--- src/rtl/fetch_stage.sv ---
// fetch_stage - instruction fetch stage.
//
// Owns the PC, issues one word read at a time to instruction memory and
// parks each returned instruction, together with its PC, in a one-entry
// IF/ID buffer. Redirects replace the PC and flush the buffer. A halt stops
// fetching for good, until reset.
//
// Ports
//   clk, rst_n                        clock (rising edge), async active-low reset
//   imem_req_valid/ready, imem_addr   fetch request channel (word aligned)
//   imem_rsp_valid, imem_rsp_data     fetch response, one per accepted request
//   redirect_valid, redirect_pc       taken branch/jump target
//   halt                              ECALL/EBREAK seen by decode
//   out_valid/ready, out_instr/pc     IF/ID buffer toward decode
//   out_opcode                        out_instr[6:2], to the control unit
//   halted                            fetch has stopped
module fetch_stage #(
    parameter int              XLEN     = 32,
    parameter logic [XLEN-1:0] RESET_PC = '0
) (
    input  logic            clk,
    input  logic            rst_n,
    output logic            imem_req_valid,
    input  logic            imem_req_ready,
    output logic [XLEN-1:0] imem_addr,
    input  logic            imem_rsp_valid,
    input  logic [31:0]     imem_rsp_data,
    input  logic            redirect_valid,
    input  logic [XLEN-1:0] redirect_pc,
    input  logic            halt,
    output logic            out_valid,
    input  logic            out_ready,
    output logic [31:0]     out_instr,
    output logic [XLEN-1:0] out_pc,
    output logic [4:0]      out_opcode,
    output logic            halted
);

    typedef enum logic [1:0] {
        S_REQ    = 2'd0,
        S_WAIT   = 2'd1,
        S_HALTED = 2'd2
    } state_t;

    state_t          state, state_d;
    logic [XLEN-1:0] pc, pc_d;
    logic            drop, drop_d;         // outstanding response is stale
    logic            halt_pend, halt_pend_d; // halt seen while a request is in flight
    logic            armed;                // keeps the request line low during and just after reset
    logic            ov_d;
    logic [31:0]     oi_d;
    logic [XLEN-1:0] op_d;
    logic            accept, rsp;
    logic [XLEN-1:0] tgt;

    assign tgt = {redirect_pc[XLEN-1:2], 2'b00};

    // Only request when the buffer can take the result; halt withdraws the
    // request in the very cycle it is seen.
    assign imem_req_valid = armed && (state == S_REQ) && !halt && (!out_valid || out_ready);
    assign imem_addr      = {pc[XLEN-1:2], 2'b00};
    assign accept         = imem_req_valid && imem_req_ready;
    assign rsp            = (state == S_WAIT) && imem_rsp_valid;
    assign out_opcode     = out_instr[6:2];
    assign halted         = (state == S_HALTED);

    always_comb begin
        state_d     = state;
        pc_d        = pc;
        drop_d      = drop;
        halt_pend_d = halt_pend;
        ov_d        = out_valid && !out_ready;
        oi_d        = out_instr;
        op_d        = out_pc;
        case (state)
            S_REQ: begin
                if (halt) begin
                    // nothing in flight: stop right away, pc untouched
                    state_d = S_HALTED;
                    ov_d    = 1'b0;
                end else begin
                    if (accept)
                        state_d = S_WAIT;
                    if (redirect_valid) begin
                        pc_d = tgt;
                        ov_d = 1'b0;
                        // request to the old pc went out this cycle
                        if (accept)
                            drop_d = 1'b1;
                    end
                end
            end
            S_WAIT: begin
                if (halt || halt_pend) begin
                    ov_d        = 1'b0;
                    halt_pend_d = 1'b1;
                    if (rsp) begin
                        state_d     = S_HALTED;
                        halt_pend_d = 1'b0;
                        drop_d      = 1'b0;
                    end
                end else if (redirect_valid) begin
                    pc_d = tgt;
                    ov_d = 1'b0;
                    if (rsp) begin
                        // response is consumed (and thrown away) right now
                        state_d = S_REQ;
                        drop_d  = 1'b0;
                    end else begin
                        drop_d = 1'b1;
                    end
                end else if (rsp) begin
                    state_d = S_REQ;
                    drop_d  = 1'b0;
                    if (!drop) begin
                        ov_d = 1'b1;
                        oi_d = imem_rsp_data;
                        op_d = pc;
                        pc_d = pc + XLEN'(4);
                    end
                end
            end
            S_HALTED: begin
                ov_d = 1'b0;
            end
            default: begin
                state_d = S_REQ;
            end
        endcase
    end

    always_ff @(posedge clk or negedge rst_n) begin
        if (!rst_n) begin
            state     <= S_REQ;
            pc        <= RESET_PC;
            drop      <= 1'b0;
            halt_pend <= 1'b0;
            armed     <= 1'b0;
            out_valid <= 1'b0;
            out_instr <= '0;
            out_pc    <= '0;
        end else begin
            state     <= state_d;
            pc        <= pc_d;
            drop      <= drop_d;
            halt_pend <= halt_pend_d;
            armed     <= 1'b1;
            out_valid <= ov_d;
            out_instr <= oi_d;
            out_pc    <= op_d;
        end
    end

endmodule

--- config.mk ---
export PLATFORM = sky130hd
export DESIGN_NAME = fetch_stage
export DESIGN_NICKNAME = d
export VERILOG_FILES = /design/src/rtl/fetch_stage.sv
export SDC_FILE = /design/constraint.sdc
export NUM_CORES = 1
export LEC_CHECK = 0
export CORE_ASPECT_RATIO = 0.75
export CORE_MARGIN = 1
export CORE_UTILIZATION = 41
export DETAILED_ROUTE_END_ITERATION = 10
export GPL_TIMING_DRIVEN = 0
export PLACE_DENSITY = 0.78
export SYNTH_ARGS = -nofsm -noshare
export SYNTH_HDL_FRONTEND = slang
export SYNTH_SLANG_ARGS = --single-unit
export TNS_END_PERCENT = 30
--- constraint.sdc ---
create_clock -name clk -period 5.7 [get_ports clk]
set_clock_uncertainty 0.2 [all_clocks]
set_input_delay 0.57 -clock clk [delete_from_list [all_inputs] [get_ports clk]]
set_output_delay 0.57 -clock clk [all_outputs]
set_load 0.01 [all_outputs]
==> qor.yml, run 1 <==
die_height_um: 93.8
pwr-share-comb_pct: 12.5
vias: 4593
holdWs_ps: 276
drive_above_1_share_pct: 7.21
rows: 33
tightest_slew_ps: 731
start_util_pct: 42.1
setup_violations: 0
cts_root_buf: "clkbuf_16"
core_um2: 10900
synth-seq-cells: 98
hold_buffers: 1
power_uw: 1570
cp.required_ps: 4930
antenna_found_initial: 0
peakVddDrop_v: 0.000192
rsz0062_at_grt: "false"
yosysTopAreaCell: "dfrtp_1"
synth_enable_flop_cells: 0
grt_pass1_wl_um: 22600
wire_per_inst_um: 16.4
htreeDepth: 3
postPlaceCellArea_um2: 6500
max_slew_margin_pct: 50.8
pwr-share-seq_pct: 49.0
cts_tree: "built"
hold_viol: 0
gr-total-overflow: 0
synth_area_leaders: "dfrtp_1 (53%), nand2_1 (16%), a21oi_1 (4.0%)"
outcome: "completed"
start_kind: "primary input"
syn_inst: 532
synth_most_common_cell: "nand2_1"
numClockSinks: 98
max_cap_violations: 0
leakage_uw: 0.00309
clk-insertion-delay-late_ps: 350
syn_area_um2: 4610
hp-class: "flop to flop"
drc: 0
setup_tns_ps: 0
grt_use_total_pct: 24.7
ios: 175
cts-resized-gates: 0
routed_wl_um: 14100
dieArea_um2: 11700
antenna_cells: 0
netSwitchingFraction_pct: 26.3
crit_fanout: 5
met3_usage_pct: 8.09
maxSlewViolCount: 0
fmax_mhz: 357
p_per_area_nw_per_um2: 230
seq_area_um2: 2450
p_switching_uw: 413
multiInputGateArea_um2: 1940
ant_nets: 0
clk_pin_slew_worst_paths_ps: 70
grt.busiest_layer: "met2"
synth_common_cells: "nand2_1 (198), dfrtp_1 (98), a21oi_1 (37)"
drtIter0Drc: 397
grt_use_met2_pct: 39.1
synthFlopType: "dfrtp_1"
yosys_warnings: 0
fillers: 913
hpwl_um: 10100
first_pass_iters: 5
post-route-util_pct: 62.2
grt_pass1_vias: 4447
grt_max_degree: 72
synth_top_cell_area_share_pct: 53.2
power.internal_uw: 1160
layout.nets: 788
postCtsSetupRepairBufs: 0
postSynth.asyncResetShare_pct: 100
synth-seq-area-share_pct: 53.2
numCtsBuffers: 9
place.gp.congestion: 0.856
worstSetupEndpointType: "primary output"
grtUsageMet1_pct: 32.1
area_delta_synth_final_pct: 47.7
viasPerCell: 5.33
portBuffers: 168
cts.path.max_buffers: 2
post-route-period-util_pct: 49.1
clkPwrFrac_pct: 38.5
setup.worst_path.class: "primary input to primary output"
avgSynthCellArea_um2: 8.66
final_area_um2: 6810
die_w_um: 124
synth.distinct_cells: 49
cp.arrival_ps: 2030
fin_crit_ps: 2800
## sequential cells by signal (all words and copies together) (netlist names)
| register | count |
|---|---|
| out_valid | 1 |
| pc | 30 |
| drop | 1 |
| armed | 1 |
| state | 2 |
| out_pc | 30 |
| halt_pend | 1 |
| out_instr | 32 |
## metal layers
| metal | up-vias | wire [um] |
|---|---|---|
| met5 | - | 0 |
| met4 | 0 | 211 |
| met3 | 26 | 1320 |
| met2 | 269 | 6480 |
| met1 | 2145 | 6070 |
| li1 | 2153 | - |
## metrics by stage
stage / cells / worst slack (ps)
CTS: 861 / 2890
floorplan: 535 / 3510
detailed placement: 844 / 2680
global placement: 843 / 188
finish: 861 / 2900
global route: 861 / 2820
## power groups by stage
stage	Sequential, uW	Combinational, uW	Clock [uW]
final	768	196	604
after global routing	773	211	646
after CTS	767	197	615
after detailed placement	780	194	0
after global placement	778	189	0
after floorplan	781	50.5	0
## cell type report
cell class	instances	area share (%)
repair buffers	170	25.2
well taps	140	2.57
clock inverters	6	0.845
flip-flops and latches	98	36.0
clock buffers	10	3.51
plain buffers	41	2.98
multi-input cells	389	28.5
inverters	7	0.386
## cell usage in the layout (no fill, tap or decap), types with 2 or more instances in the layout
cell type	count
nand2_1	198
clkdlybuf4s50_1	167
dfrtp_1	98
a21oi_1	37
o21ai_0	24
nor2_1	20
clkbuf_1	17
nand3_1	16
buf_2	12
buf_4	10
o22ai_1	9
clkbuf_16	9
nor3_1	8
inv_1	7
a2bb2oi_1	7
nand4_1	6
nand2b_1	5
conb_1	5
o21a_1	4
a311oi_1	4
or3_1	4
nor4_1	4
buf_1	3
and3_1	3
clkinv_4	3
nor2b_1	2
a211oi_1	2
nor4b_1	2
nand4_4	2
or4_4	2
o32ai_1	2
a31oi_1	2
mux2i_1	2
inv_8	2
## kinds of logic after synthesis
logic type | after synthesis | synth area share (%)
AO/OA/AOI/OAI | 101 | 13.7
AND/OR/NAND/NOR | 280 | 27.3
multiplexers | 2 | 0.434
flip-flops | 98 | 53.2
other | 2 | 0.163
adder cells (fa/ha/maj) | 1 | 0.271
buffers and inverters | 48 | 4.97
## worst max-delay path: stages
cell             delay, ps
clkdlybuf4s50_1        480
nor4b_1                260
o21a_1                 180
clkdlybuf4s50_1        530
## final timing paths
check	startpoint	end	slack [ps]	cells after the start
max in group asynchronous	rst_n	pc[29]	4130	3
hold reg to reg	out_pc[27]	out_pc[27]	280	2
setup / recovery	halt	imem_req_valid	2900	4
setup reg to reg	pc[2]	pc[28]	3140	6
hold / removal	out_pc[27]	out_pc[27]	280	2
min in group asynchronous	rst_n	out_pc[17]	490	2
No activity file was read; power rests on OpenSTA's default activity.
==> run 2, diff against run 1 <==
- clock period: 5.7 -> 2.7 ns (I/O delays scaled with it)
==> run 2 against run 1 <==
  * Flip-flop and latch count unchanged
  * Cell count increased by 0.35%
  * Non-clock buffer count rose by 3
  * Via count up 1.0%
  * Sequential power up 110%
  * Utilization up 0.25 points
  * Worst hold slack worse by 88 ps
  * Clock-buffer cell count is the same
  * Routed wire length decreased by 0.60%
  * Critical path depth is 4 higher
==> qor.yml, run 2 (same netlist as run 1, synthesis figures left out) <==
postPlaceCellArea_um2: 6500
setup.worst_path.class: "flop to flop"
crit_fanout: 10
grt_pass1_vias: 4447
layout_common_cells: "nand2_1 (198), clkdlybuf4s50_1 (167), dfrtp_1 (98), a21oi_1 (37), o21ai_0 (24)"
worstSetupEndpointType: "flop"
vias: 4639
layout.nets: 791
top_regs: "out_instr (32), out_pc (30), pc (30)"
antenna_found_initial: 0
cp_cell_sequence: "buf_2 > nor2b_1 > nand2b_1 > clkbuf_1 > clkbuf_1 > o21ai_0 > nand2_1 > o21ai_0"
antenna_cells: 0
mostFrequentLayoutCell: "nand2_1"
rrSetupSlack_ps: 210
cts_root_buf: "clkbuf_16"
grt_max_degree: 72
fin_crit_ps: 2490
drive_above_1_share_pct: 7.73
hpwl_um: 10100
reg2regPathDepth: 8
largest-register: "out_instr"
cp.required_ps: 2710
area_delta_synth_final_pct: 48.3
grt_pass1_wl_um: 22600
portBuffers: 168
fin_cells: 864
dp_cells: 844
gr-total-overflow: 0
core_um2: 10900
endpoint: "pc[9]"
power.internal_uw: 2440
grt_use_total_pct: 24.7
setup_tns_ps: 0
post-route-util_pct: 62.5
setup_violations: 0
numCtsBuffers: 9
regToRegEndpoint: "pc[9]"
clk-insertion-delay-late_ps: 350
rows: 33
p_per_area_nw_per_um2: 484
clkPwrFrac_pct: 38.5
r2r_start: "state[0]"
dieArea_um2: 11700
p_switching_uw: 869
hp-class: "primary input to asynchronous set/reset pin"
die_w_um: 124
cts_tree: "built"
cts.path.max_buffers: 2
place.gp.congestion: 0.856
peakVddDrop_v: 0.000403
power_uw: 3310
cp.arrival_ps: 2500
first_pass_iters: 5
start_util_pct: 42.1
fmax_mhz: 402
ios: 175
final_area_um2: 6840
wire_per_inst_um: 16.2
drc: 0
maxSlewViolCount: 0
slowest_stage: "clkbuf_1"
viasPerCell: 5.37
max_cap_violations: 0
netSwitchingFraction_pct: 26.3
cpPeakStageDelay_ps: 520
leakage_uw: 0.00310
pwr-share-comb_pct: 12.5
routed_wl_um: 14000
pwr-share-seq_pct: 49.0
die_height_um: 93.8
post-route-period-util_pct: 92.1
htreeDepth: 3
max_slew_margin_pct: 50.3
rsz0062_at_grt: "false"
largest_reg_flops: 32
outcome: "completed"
tightest_slew_ps: 738
clk_pin_slew_worst_paths_ps: 70
ant_nets: 0
hold_viol: 0
drtIter0Drc: 285
startpoint: "state[0]"
numClockSinks: 98
start_kind: "flop"
## run 2: changes by cell type in the layout (fill, tap and decap cells not counted)
cell / before / now
buf_4: 10 / 13
nand3_2: 0 / 1
nand3_1: 16 / 15
## run 2: cell type report
class,instances,area (um^2)
plain buffers,41,203
clock buffers,10,239
clock inverters,6,57.6
fillers,912,4110
inverters,7,26.3
multi-input cells,389,1940
flip-flops and latches,98,2450
well taps,140,175
repair buffers,173,1740
## run 2: worst min path at each step
stage / to / slack, ps / startpoint / cells past startpoint
after floorplan: armed / -230 / rst_n / 0
final: out_pc[17] / 190 / rst_n / 2
after global placement: out_pc[3] / 260 / out_pc[3] / 2
after detailed placement: out_instr[31] / 30 / rst_n / 1
after CTS: out_pc[17] / 190 / rst_n / 2
after global routing: pc[15] / 230 / rst_n / 2
## run 2: worst max-delay path, delay by kind of cell, from the launching register on
family	cells	cell delay (ps)
DFF	1	350
AOI/OAI and AO/OA	2	270
and+or+nand+nor	3	350
buffers and inverters	3	1180
## run 2: layer usage
metal / wire length (um) / vias to the layer above / GRT usage, %
li1: - / 2161 / -
met1: 6040 / 2175 / 32.1
met5: 0 / - / 0
met3: 1320 / 21 / 8.09
met4: 192 / 0 / 7.73
met2: 6450 / 282 / 39.1
## run 2: what timing repair did
action / CTS / global route
hold endpoints to repair: 27 / 0
setup buffers: 0 / 3
setup endpoints to repair: 0 / 1
hold buffers: 1 / 0
resized for setup: 0 / 1
## run 2: per-stage QoR
stage	worst slack [ps]	hold slack (ps)
after CTS	195	191
after global routing	91.3	228
after detailed placement	-15.9	26.7
after global placement	-2510	257
final	213	188
after floorplan	508	-226
## run 2: power by group through the flow
stage	Combinational, uW	Clock [uW]	Sequential, uW
after global placement	399	0	1640
after global routing	447	1360	1630
after detailed placement	411	0	1650
final	413	1270	1620
after floorplan	107	0	1650
after CTS	416	1300	1620
